[src/rtl/write_back.sv]
// ============================================================================
//  Module      : write_back
//  Description : Write-back stage of the 5-stage 32-bit RISC pipeline.
//                Selects between the ALU result and the data-memory read
//                data and registers the selection. The registered value is
//                the register-file write data used in the decode stage.
//  Revision    : 1.0  - initial release
// ----------------------------------------------------------------------------
//  Ports
//    clk          in   1           pipeline clock, rising-edge active
//    reset        in   1           synchronous active-high reset
//    wb_en        in   1           source select: 1 = MemoryData, 0 = alu_result
//    alu_result   in   DATA_WIDTH  execute-stage result via MEM/WB boundary
//    MemoryData   in   DATA_WIDTH  data-memory read data
//    RegWriteData out  DATA_WIDTH  registered write-back data
// ============================================================================
`default_nettype none

module write_back #(
    parameter int DATA_WIDTH = 32
) (
    input  logic                  clk,
    input  logic                  reset,
    input  logic                  wb_en,
    input  logic [DATA_WIDTH-1:0] alu_result,
    input  logic [DATA_WIDTH-1:0] MemoryData,
    output logic [DATA_WIDTH-1:0] RegWriteData
);

    logic [DATA_WIDTH-1:0] RegWriteData_d;
    logic [DATA_WIDTH-1:0] RegWriteData_q;

    // Explicit if/else select so an unknown value on the unselected input
    // can never leak into the result.
    always_comb begin
        RegWriteData_d = alu_result;
        if (reset) begin
            RegWriteData_d = '0;
        end else if (wb_en) begin
            RegWriteData_d = MemoryData;
        end else begin
            RegWriteData_d = alu_result;
        end
    end

    always_ff @(posedge clk) begin
        RegWriteData_q <= RegWriteData_d;
    end

    // Output comes straight from the register: no input-to-output comb path.
    assign RegWriteData = RegWriteData_q;

endmodule

`default_nettype wire

[config.mk]
export PLATFORM = sky130hd
export DESIGN_NAME = write_back
export DESIGN_NICKNAME = d
export VERILOG_FILES = /design/src/rtl/write_back.sv
export SDC_FILE = /design/constraint.sdc
export NUM_CORES = 1
export LEC_CHECK = 0
export CAP_MARGIN = 0
export CORE_MARGIN = 4
export CORE_UTILIZATION = 28
export CTS_CLUSTER_DIAMETER = 120
export CTS_CLUSTER_SIZE = 20
export DETAILED_ROUTE_END_ITERATION = 16
export PLACE_DENSITY = 0.72
export SETUP_SLACK_MARGIN = 0.15
export SLEW_MARGIN = 10
export SYNTH_ARGS = -nofsm -noshare
export SYNTH_HDL_FRONTEND = slang
export SYNTH_SLANG_ARGS = --single-unit
[constraint.sdc]
create_clock -name clk -period 0.8 [get_ports clk]
set_input_delay 0.2 -clock clk [delete_from_list [all_inputs] [get_ports clk]]
set_output_delay 0.2 -clock clk [all_outputs]
set_load 0.05 [all_outputs]
==> impl_metrics.json <==
{
  "start_util_pct": 29.1,
  "crit_buf_inv": 1,
  "routed-via-count": 1114,
  "synth_mux_area_share_pct": 27.5,
  "fp.coreArea_um2": 4000,
  "drv_slew": 0,
  "criticalPathCategory": "reg2out",
  "cp.arrival_ns": 0.77,
  "n_antenna_cell": 0,
  "first_pass_iters": 2,
  "antenna_found_initial": 0,
  "synthAdderAreaFrac_pct": 0,
  "hold_violations": 0,
  "timing.final.ws_setup_ns": -0.167,
  "port_buffers": 98,
  "hp-class": "in2reg",
  "fin_hold_ws_ns": 0.190,
  "synthCells": 103,
  "ant_nets": 0,
  "viasPerCell": 4.30,
  "fillerInstances": 288,
  "crit_path_end_kind": "output pin",
  "cts-root-buf": "clkbuf_8",
  "seq_area_um2": 761,
  "synthSimpleGateAreaFrac_pct": 10.3,
  "clk_pin_slew_ns": 0.06,
  "setup_viol": 32,
  "io_pins": 99,
  "track_usage_pct": 14.0,
  "stdcell_area_um2": 2830,
  "cts_tree": "done",
  "irDropWorstVdd_v": 0.00102,
  "worst_ep_required_time_ns": 0.60,
  "synth_top_family_by_area": "multiplexers",
  "totalWireLength_mm": 3.84,
  "max_stage_delay_ns": 0.35,
  "crit_family": "flip-flops",
  "drive_gt1_share_pct": 36.8,
  "clockBufferDepth": 2,
  "postSynthAreaPerCell_um2": 11.3,
  "worstMarginPinSlew_ns": 0.169,
  "dpl.hpwl_mm": 3.03,
  "power.total_mw": 4.29,
  "drtIter0Drc": 18,
  "leakagePower_nw": 1.45,
  "drc_errors": 0,
  "rows": 23,
  "synth-seq-area-share_pct": 55.1,
  "syn_to_final_growth_pct": 143,
  "grt_pass1_vias": 1221,
  "num-nets-final": 275,
  "syn-num-nets": 170,
  "post-route-period-util_pct": 121,
  "yosysUniqueCellTypes": 6,
  "grt_pass1_wl_mm": 5.60,
  "worstPathCellList": "buf_12",
  "crit_fanout": 1,
  "period_needed_ns": 0.967,
  "synth.cell_area_um2": 1160,
  "hold_buffers": 0,
  "cap_violations": 0,
  "die_h_um": 72.5,
  "max-slew-margin-rel_pct": 88.4,
  "start_kind": "register",
  "critPathSlowestCell": "dfxtp_4",
  "dpl_cell_area_um2": 2620,
  "synth_compound_area_share_pct": 0,
  "ys_ff_latch": 32,
  "clock_sinks": 32,
  "wl_per_cell_um": 14.8,
  "multi_input_area_um2": 440,
  "powerDensity_nw_per_um2": 1510,
  "grt_max_degree": 17,
  "fmax_mhz": 1030,
  "die_area_um2": 5250,
  "status": "complete, but fails checks",
  "violations": "negative setup slack",
  "die_x_um": 72.5,
  "largest_reg_flops": 32,
  "h-tree-depth": 2,
  "numCtsBuffers": 5,
  "synth_xor_area_share_pct": 0,
  "gp_congestion": 0.738,
  "overflow": 0,
  "ys_warn_count": 0,
  "rsz0062_at_grt": "yes",
  "cts_setup_buffers": 0
}
## Yosys cell counts, drive strengths merged
library cell | number | area share [%]
dfxtp | 32 | 55
mux2i | 32 | 28
nor2 | 32 | 10
buf | 4 | 6.1
clkbuf | 3 | 0.97
## final timing paths
kind	start	to	slack, ns	cells past startpoint
hold / removal	MemoryData[30]	RegWriteData[30]$_SDFF_PP0_	0.19	3
setup / recovery	RegWriteData[28]$_SDFF_PP0_	RegWriteData[28]	-0.17	1
## cell families (layout without fill, tap and decap cells)
group,after synthesis,after routing
DFF,32,32
muxes,32,32
buffers and inverters,7,113
and+or+nand+nor,32,32
## layout by cell type (no fill, tap or decap), drive strengths merged
master,Yosys,final
buf,4,38
clkdlybuf4s50,0,33
dfxtp,32,32
mux2i,32,32
nor2,32,32
dlymetal6s2s,0,30
clkbuf,3,9
dlygate4sd2,0,2
clkinv,0,1
## cell type report
cell class	instances	share of cell area [%]
Timing Repair Buffer	105	52.6
Sequential cell	32	26.9
Multi-Input combinational cell	64	15.5
Clock buffer	7	2.69
Tap cell	50	2.21
Clock inverter	1	0.133
## through the flow
stage	setup TNS [ns]	cells	setup slack [ns]	utilization, %
after floorplan	0	103	0.0346	-
after global placement	-8.32	248	-0.271	65.4
after detailed placement	-8.90	248	-0.300	65.4
after CTS	-5.46	257	-0.181	67.5
after global routing	-5.85	259	-0.194	70.8
final	-4.97	259	-0.167	70.8
## where the power goes
| group | switching (mW) | total, mW | internal, mW |
|---|---|---|---|
| registers | 0.0873 | 1.76 | 1.67 |
| logic | 0.605 | 1.40 | 0.795 |
| clock network | 0.523 | 1.13 | 0.604 |
| total | 1.21 | 4.29 | 3.07 |
## routing by layer
metal / wire length (um) / global-route usage (%)
met1: 1310 / 13.2
met2: 2120 / 26.6
met3: 365 / 6.65
met4: 42 / 4.30
met5: 0 / 0
## timing repair
action                                 CTS  global route
setup endpoints to repair               64            51
gates resized for setup                  3            33
cloned                                   1             2
pin swaps                                0            16
endpoints found under the hold margin    0             0
No activity file was read; power rests on OpenSTA's default activity.
